### src/rtl/trace_ring_repository.sv
// Circular trace store: de-duplicated capture while unlocked, in-order replay
// through a valid/ack handshake while locked, with explicit retire of issued entries.
module trace_ring_repository #(
  parameter int ADDR_WIDTH      = 16,
  parameter int DATA_WIDTH      = 32,
  parameter int TRACE_ENTRIES   = 64,
  parameter int READ_LATENCY    = 1,
  parameter int MAX_OUTSTANDING = 8,
  parameter int DEDUP           = 1,
  parameter int SEQ_WIDTH       = 16
) (
  input  logic                                 clk,
  input  logic                                 rst_n,
  input  logic                                 lock,
  input  logic                                 cap_valid,
  input  logic [ADDR_WIDTH-1:0]                cap_addr,
  input  logic [DATA_WIDTH-1:0]                cap_instr,
  output logic                                 cap_ready,
  input  logic                                 req,
  input  logic                                 cancel,
  output logic                                 out_valid,
  output logic [ADDR_WIDTH-1:0]                out_addr,
  output logic [DATA_WIDTH-1:0]                out_instr,
  output logic [SEQ_WIDTH-1:0]                 out_seq,
  input  logic                                 out_ack,
  output logic                                 cancelled,
  input  logic                                 retire,
  output logic                                 retire_err,
  output logic [$clog2(TRACE_ENTRIES):0]       level,
  output logic [$clog2(MAX_OUTSTANDING):0]     outstanding,
  output logic                                 full,
  output logic                                 empty,
  output logic                                 exhausted,
  output logic [15:0]                          overflow_count
);
  localparam int IDX_W = $clog2(TRACE_ENTRIES);
  localparam int PTR_W = IDX_W + 1;
  localparam int OUT_W = $clog2(MAX_OUTSTANDING) + 1;
  localparam int ENT_W = ADDR_WIDTH + DATA_WIDTH;

  typedef enum logic [1:0] {IDLE, FETCH, PRESENT} state_t;

  state_t             state_q, state_d;
  logic [PTR_W-1:0]   wr_ptr_q, wr_ptr_d;
  logic [PTR_W-1:0]   iss_ptr_q, iss_ptr_d;
  logic [PTR_W-1:0]   ret_ptr_q, ret_ptr_d;
  logic [SEQ_WIDTH-1:0] seq_q, seq_d;
  logic [15:0]        ovf_q, ovf_d;
  logic [ENT_W-1:0]   last_q, last_d;
  logic [2:0]         cnt_q, cnt_d;
  logic               out_valid_q, out_valid_d;
  logic [ENT_W-1:0]   out_data_q, out_data_d;
  logic               cancelled_q, cancelled_d;
  logic               retire_err_q, retire_err_d;
  logic               exhausted_q, exhausted_d;
  logic [ENT_W-1:0]   rd_data_q, rd_data_d;

  logic [ENT_W-1:0]   mem [TRACE_ENTRIES];

  logic [PTR_W-1:0]   level_w, outst_w;
  logic [ENT_W-1:0]   cap_entry;
  logic               full_w, is_dup, cap_ok, wr_en, can_issue;

  assign level_w   = wr_ptr_q - ret_ptr_q;
  assign outst_w   = iss_ptr_q - ret_ptr_q;
  assign full_w    = (level_w == PTR_W'(TRACE_ENTRIES));
  assign cap_entry = {cap_addr, cap_instr};
  assign is_dup    = (DEDUP != 0) && (cap_entry == last_q);
  assign cap_ok    = !lock && cap_valid && !is_dup;
  assign wr_en     = cap_ok && !full_w;
  assign can_issue = lock && req && (iss_ptr_q != wr_ptr_q) &&
                     (32'(outst_w) < 32'(MAX_OUTSTANDING));

  always_comb begin
    state_d      = state_q;
    wr_ptr_d     = wr_ptr_q;
    iss_ptr_d    = iss_ptr_q;
    ret_ptr_d    = ret_ptr_q;
    seq_d        = seq_q;
    ovf_d        = ovf_q;
    last_d       = last_q;
    cnt_d        = cnt_q;
    out_valid_d  = out_valid_q;
    out_data_d   = out_data_q;
    cancelled_d  = 1'b0;
    retire_err_d = 1'b0;
    rd_data_d    = mem[iss_ptr_q[IDX_W-1:0]];

    if (wr_en) begin
      wr_ptr_d = wr_ptr_q + PTR_W'(1);
      last_d   = cap_entry;
    end
    if (cap_ok && full_w && (ovf_q != '1)) ovf_d = ovf_q + 16'd1;

    case (state_q)
      IDLE: begin
        if (can_issue) begin
          state_d = FETCH;
          cnt_d   = 3'(READ_LATENCY);
        end
      end
      FETCH, PRESENT: begin
        // Unlock aborts silently; cancel aborts with a pulse and beats a same-cycle ack.
        if (!lock) begin
          state_d     = IDLE;
          out_valid_d = 1'b0;
        end else if (cancel) begin
          state_d     = IDLE;
          out_valid_d = 1'b0;
          cancelled_d = 1'b1;
        end else if (state_q == FETCH) begin
          if (cnt_q == 3'd0) begin
            out_data_d  = rd_data_q;
            out_valid_d = 1'b1;
            state_d     = PRESENT;
          end else begin
            cnt_d = cnt_q - 3'd1;
          end
        end else if (out_ack) begin
          out_valid_d = 1'b0;
          iss_ptr_d   = iss_ptr_q + PTR_W'(1);
          seq_d       = seq_q + SEQ_WIDTH'(1);
          state_d     = IDLE;
        end
      end
      default: state_d = IDLE;
    endcase

    if (retire) begin
      if (outst_w != '0) ret_ptr_d = ret_ptr_q + PTR_W'(1);
      else               retire_err_d = 1'b1;
    end

    exhausted_d = lock && (iss_ptr_d == wr_ptr_d);
  end

  // Storage holds no reset; contents are only read after being written.
  always_ff @(posedge clk) begin
    if (wr_en) mem[wr_ptr_q[IDX_W-1:0]] <= cap_entry;
  end

  always_ff @(posedge clk) begin
    if (!rst_n) begin
      state_q      <= IDLE;
      wr_ptr_q     <= '0;
      iss_ptr_q    <= '0;
      ret_ptr_q    <= '0;
      seq_q        <= '0;
      ovf_q        <= '0;
      last_q       <= '0;
      cnt_q        <= '0;
      out_valid_q  <= 1'b0;
      out_data_q   <= '0;
      cancelled_q  <= 1'b0;
      retire_err_q <= 1'b0;
      exhausted_q  <= 1'b0;
      rd_data_q    <= '0;
    end else begin
      state_q      <= state_d;
      wr_ptr_q     <= wr_ptr_d;
      iss_ptr_q    <= iss_ptr_d;
      ret_ptr_q    <= ret_ptr_d;
      seq_q        <= seq_d;
      ovf_q        <= ovf_d;
      last_q       <= last_d;
      cnt_q        <= cnt_d;
      out_valid_q  <= out_valid_d;
      out_data_q   <= out_data_d;
      cancelled_q  <= cancelled_d;
      retire_err_q <= retire_err_d;
      exhausted_q  <= exhausted_d;
      rd_data_q    <= rd_data_d;
    end
  end

  assign cap_ready      = !lock && !full_w;
  assign out_valid      = out_valid_q;
  assign out_addr       = out_data_q[ENT_W-1:DATA_WIDTH];
  assign out_instr      = out_data_q[DATA_WIDTH-1:0];
  assign out_seq        = seq_q;
  assign cancelled      = cancelled_q;
  assign retire_err     = retire_err_q;
  assign level          = level_w;
  assign outstanding    = OUT_W'(outst_w);
  assign full           = full_w;
  assign empty          = (level_w == '0);
  assign exhausted      = exhausted_q;
  assign overflow_count = ovf_q;
endmodule

### config.mk
export PLATFORM = sky130hd
export DESIGN_NAME = trace_ring_repository
export DESIGN_NICKNAME = d
export VERILOG_FILES = /design/src/rtl/trace_ring_repository.sv
export SDC_FILE = /design/constraint.sdc
export NUM_CORES = 2
export LEC_CHECK = 0
export CORE_MARGIN = 2
export CORE_UTILIZATION = 67
export DETAILED_ROUTE_END_ITERATION = 12
export GPL_TIMING_DRIVEN = 0
export PLACE_DENSITY = 0.94
export SYNTH_ARGS = -nofsm -noshare
export SYNTH_HDL_FRONTEND = slang
export SYNTH_SLANG_ARGS = --single-unit
### constraint.sdc
create_clock -name clk -period 12.1 [get_ports clk]
set_clock_uncertainty 0.2 [all_clocks]
set_input_delay 3.025 -clock clk [delete_from_list [all_inputs] [get_ports clk]]
set_output_delay 3.025 -clock clk [all_outputs]
set_load 0.1 [all_outputs]
==> results.json, run 1 <==
{
  "cts_root_buf": "clkbuf_16",
  "synth-seq-cells": 3278,
  "syn_area_um2": 125000,
  "syn-num-nets": 5444,
  "cts_buffers": 319,
  "die_x_um": 436.0,
  "cts_resized": 0,
  "synth.distinct_cells": 62,
  "cts.sinks": 3278,
  "initial_core_util_pct": 67.43,
  "failed_stage": "global routing (5_1_grt)",
  "pin_count": 154,
  "gp_congestion": 0.8967,
  "dpl.hpwl_um": 295100,
  "antenna_found_initial": 161,
  "error_line": "[ERROR GRT-0232] Routing congestion too high. Check the congestion heatmap in the GUI.",
  "netlist.area_leader.share_pct": 73.78,
  "ys.warnings.count": 0,
  "gr-total-overflow": 69,
  "synth-main-ff-cell": "edfxtp_1",
  "cts_max_level": 5,
  "synth.top_cells.by_area": "edfxtp_1 74%, mux4_2 18%, dfxtp_1 3.3%",
  "grt_max_degree": 67,
  "yosysTopAreaCell": "edfxtp_1",
  "die_y_um": 436.0,
  "cts_buffer_depth": 4,
  "syn_area_per_cell_um2": 23.31,
  "synthArstFlopShare_pct": 0,
  "synth_seq_area_share_pct": 77.07,
  "place_ws_ps": 3222,
  "ctsHoldBuffers": 0,
  "syn-instance-count": 5364,
  "portBuffers": 153,
  "groute.usage.overall_pct": 69.34,
  "dp.cells": 8167,
  "row_count": 158,
  "synth_edf_count": 3072,
  "status": "stopped before the end",
  "post_cts_buffers": 0
}
-- per-layer routing --
layer,overflow,GRT usage (%)
met1,0,67.47
met2,41,85.12
met3,0,57.20
met4,27,67.75
met5,1,30.22
-- per-stage QoR --
step,setup TNS (ps),instance area [um^2]
2_1_floorplan,0,125000
3_3_place_gp,-1842280,129700
3_5_place_dp,0,133400
4_1_cts,0,143500
-- synth_stat cells, types with 2 or more instances --
cell,number
a21boi_0,2
a21oi_1,74
a311oi_1,2
and2_1,57
and3_1,9
and4_1,2
buf_1,29
buf_2,73
buf_4,10
clkbuf_1,167
dfxtp_1,206
edfxtp_1,3072
fa_1,2
ha_1,22
inv_1,30
mux2i_1,55
mux4_2,1008
nand2_1,139
nand2b_1,5
nand3_1,11
nand3b_1,4
nand4_1,24
nor2_1,165
nor2b_1,5
nor3_1,5
nor3b_1,4
nor4_1,6
o2111ai_1,3
o211ai_1,2
o211ai_2,2
o21ai_0,23
o31ai_1,3
o32ai_1,2
or3_1,18
xnor2_1,69
xor2_1,28
-- kinds of logic after synthesis --
group	count (synthesis)	share of synthesized area, %
AOI/OAI and AO/OA	128	0.6104
xor gates and xnor gates	98	0.6984
adders and majority gates	24	0.2522
buffers and inverters	310	1.035
DFF	3278	77.07
muxes	1064	18.60
and+or+nand+nor	462	1.726
==> run 2: changes to the inputs <==
CORE_UTILIZATION = 40   (was 67)
PLACE_DENSITY = not set   (was 0.94)
PLACE_DENSITY_LB_ADDON = 0.15   (was not set)
==> run 2 against run 1 <==
The flow now finishes, with violations (max-capacitance violations, max-slew violations). Synthesized cell count unchanged. Area after synthesis unchanged.
==> results.json, run 2 <==
{
  "status": "finished, violations left",
  "violations": "max-capacitance violations, max-slew violations",
  "combinationalPowerShare_pct": 2.8,
  "synth.distinct_cells": 62,
  "drv_cap": 1,
  "drtIter0Drc": 7882,
  "synth-seq-cells": 3278,
  "layoutNonFillerInstCount": 10494,
  "hp-class": "flip-flop to flip-flop",
  "critPathMostFrequentCell": "clkdlybuf4s50_1",
  "firstDrtPassIters": 5,
  "drc": 0,
  "ir_worst_vdd_mv": 0.1068,
  "cp_top_family": "buffers and inverters",
  "syn-num-nets": 5444,
  "wirelength_um": 372200,
  "gp_congestion": 0.8200,
  "utilization_pct": 47.23,
  "cts_buffer_depth": 4,
  "syn_area_um2": 125000,
  "period_minus_slack_ps": 8774,
  "post_cts_buffers": 0,
  "dieArea_um2": 317100,
  "slew_viol_final": 10,
  "place_ws_ps": 3357,
  "antenna_found_initial": 40,
  "grt_pass1_wl_um": 507700,
  "synth-main-ff-cell": "edfxtp_1",
  "synth_edf_count": 3072,
  "cts_tree": "built",
  "cts_max_level": 5,
  "p_seq_share_pct": 53.1,
  "cp_slowest_cell": "clkdlybuf4s50_1",
  "setup_slack_ps": 3326,
  "core_area_um2": 311400,
  "cellPowerDensity_nw_per_um2": 159.5,
  "vias": 60573,
  "die_y_um": 563.1,
  "clock.fmax_ghz": 0.1140,
  "fin_area_um2": 147100,
  "dpl.hpwl_um": 262900,
  "cp_max_fo": 7,
  "cts_buffers": 349,
  "worstPathArrival_ps": 5550,
  "synth_seq_area_share_pct": 77.07,
  "ys.warnings.count": 0,
  "ff2ff_setup_slack_ps": 6440,
  "path_clk_slew_ps": 60,
  "final_cell_mix": "3072 x edfxtp_1, 1008 x mux4_2, 361 x clkbuf_16",
  "groute.usage.overall_pct": 23.42,
  "grt_max_degree": 67,
  "initial_core_util_pct": 40.16,
  "layout-drive-gt1-share_pct": 30.20,
  "cts_root_buf": "clkbuf_16",
  "power_switching_mw": 4.963,
  "worst_setup_path_start_kind": "input port",
  "gr-total-overflow": 0,
  "power.leakage_nw": 44.43,
  "ctsHoldBuffers": 0,
  "die_x_um": 563.1,
  "crit_chain": "clkdlybuf4s50_1 > nor2_1 > clkdlybuf4s50_1",
  "synth.top_cells.by_area": "edfxtp_1 74%, mux4_2 18%, dfxtp_1 3.3%",
  "max-slew-margin-rel_pct": -0.1377,
  "synthTopCellsByCount": "3072 x edfxtp_1, 1008 x mux4_2, 206 x dfxtp_1",
  "finalSetupViolCount": 0,
  "final_common_cell": "edfxtp_1",
  "rsz0062_at_grt": "no",
  "slowest_delay_ps": 1160,
  "clock_latency_ps": 910,
  "swShare_pct": 21.16,
  "dpl_cell_area_um2": 136100,
  "finalHoldViolCount": 0,
  "fin_crit_sh_pct": 72.51,
  "portBuffers": 153,
  "path_buf_inv": 2,
  "worst_pin_slew_ps": 1502,
  "yosysMostFrequentCell": "edfxtp_1",
  "row_count": 205,
  "largest_reg_flops": 3072,
  "cp.required_ps": 8880,
  "yosysTopAreaCell": "edfxtp_1",
  "netlist.area_leader.share_pct": 73.78,
  "first_global_vias": 61390,
  "cts.sinks": 3278,
  "vias_per_cell": 5.772,
  "synthArstFlopShare_pct": 0,
  "endpoint_kind": "output port",
  "pin_count": 154,
  "dp.cells": 9856,
  "critPathKind": "input port to output port",
  "cts_resized": 0,
  "power_frac_clock_pct": 44.1,
  "routedWlPerCell_um": 35.46,
  "ant_nets": 0,
  "finalNetCount": 6147,
  "syn-instance-count": 5364,
  "area_growth_pct": 17.61,
  "p_int_mw": 18.49,
  "syn_area_per_cell_um2": 23.31,
  "fill_cells": 25606
}
==> run 2: final cells by class <==
type	instances	area [um^2]	area share, %
timing repair buffer	352	5351	3.639
buffer	280	1211	0.8236
clock buffer	465	9524	6.477
antenna	6	15.01	0.01021
tap	4140	5180	3.522
sequential	3278	96370	65.53
clock inverter	167	1418	0.9640
inverter	30	112.6	0.07657
multi-input combinational	1776	27870	18.95
==> run 2: cell families after synthesis <==
kind of cell               share of synthesized area (%)
DFF                                                77.07
muxes                                              18.60
and+or+nand+nor                                    1.726
buffers and inverters                              1.035
AOI/OAI and AO/OA                                 0.6104
xor gates and xnor gates                          0.6984
adders and majority gates                         0.2522
==> run 2: worst min-delay path, cell delays in order (launching register included) <==
cell and delay (ps):
dfxtp_1 290, nand2_1 50, a21oi_1 50
==> run 2: worst paths after layout <==
kind,cells after the start,to,start
setup / recovery,3,cap_ready,lock
setup reg to reg,13,mem[43][36],ret_ptr_q[2]
hold / removal,2,out_data_q[19],rd_data_q[19]
hold reg to reg,2,out_data_q[19],rd_data_q[19]
==> run 2: layer usage <==
metal,routed length (um),vias to the layer above,GRT usage (%),share of wire [%]
met4,12300,4,7.035,3.3
met3,27790,519,4.037,7.5
met1,152700,33470,32.37,41
li1,-,24150,-,-
met2,179400,2430,38.19,48
met5,28,-,0,0.0075
==> run 2: through the flow <==
step / hold WS (ps) / setup TNS, ps / power [mW]
2_1_floorplan: 217.4 / 0 / 12.97
3_3_place_gp: 228.3 / -9732370 / 13.32
3_5_place_dp: 229.7 / 0 / 13.35
4_1_cts: 238.4 / 0 / 23.63
5_1_grt: 255.7 / 0 / 24.09
6_report: 236.8 / 0 / 23.45
==> run 2: power groups by stage <==
stage / Sequential [mW] / Combinational (mW) / Clock (mW)
after CTS: 12.4 / 0.667 / 10.5
after floorplan: 12.7 / 0.279 / 0
after global placement: 12.7 / 0.605 / 0
after global routing: 12.4 / 0.700 / 11.0
after detailed placement: 12.7 / 0.666 / 0
final: 12.4 / 0.666 / 10.3
No activity file was read; power rests on OpenSTA's default activity.
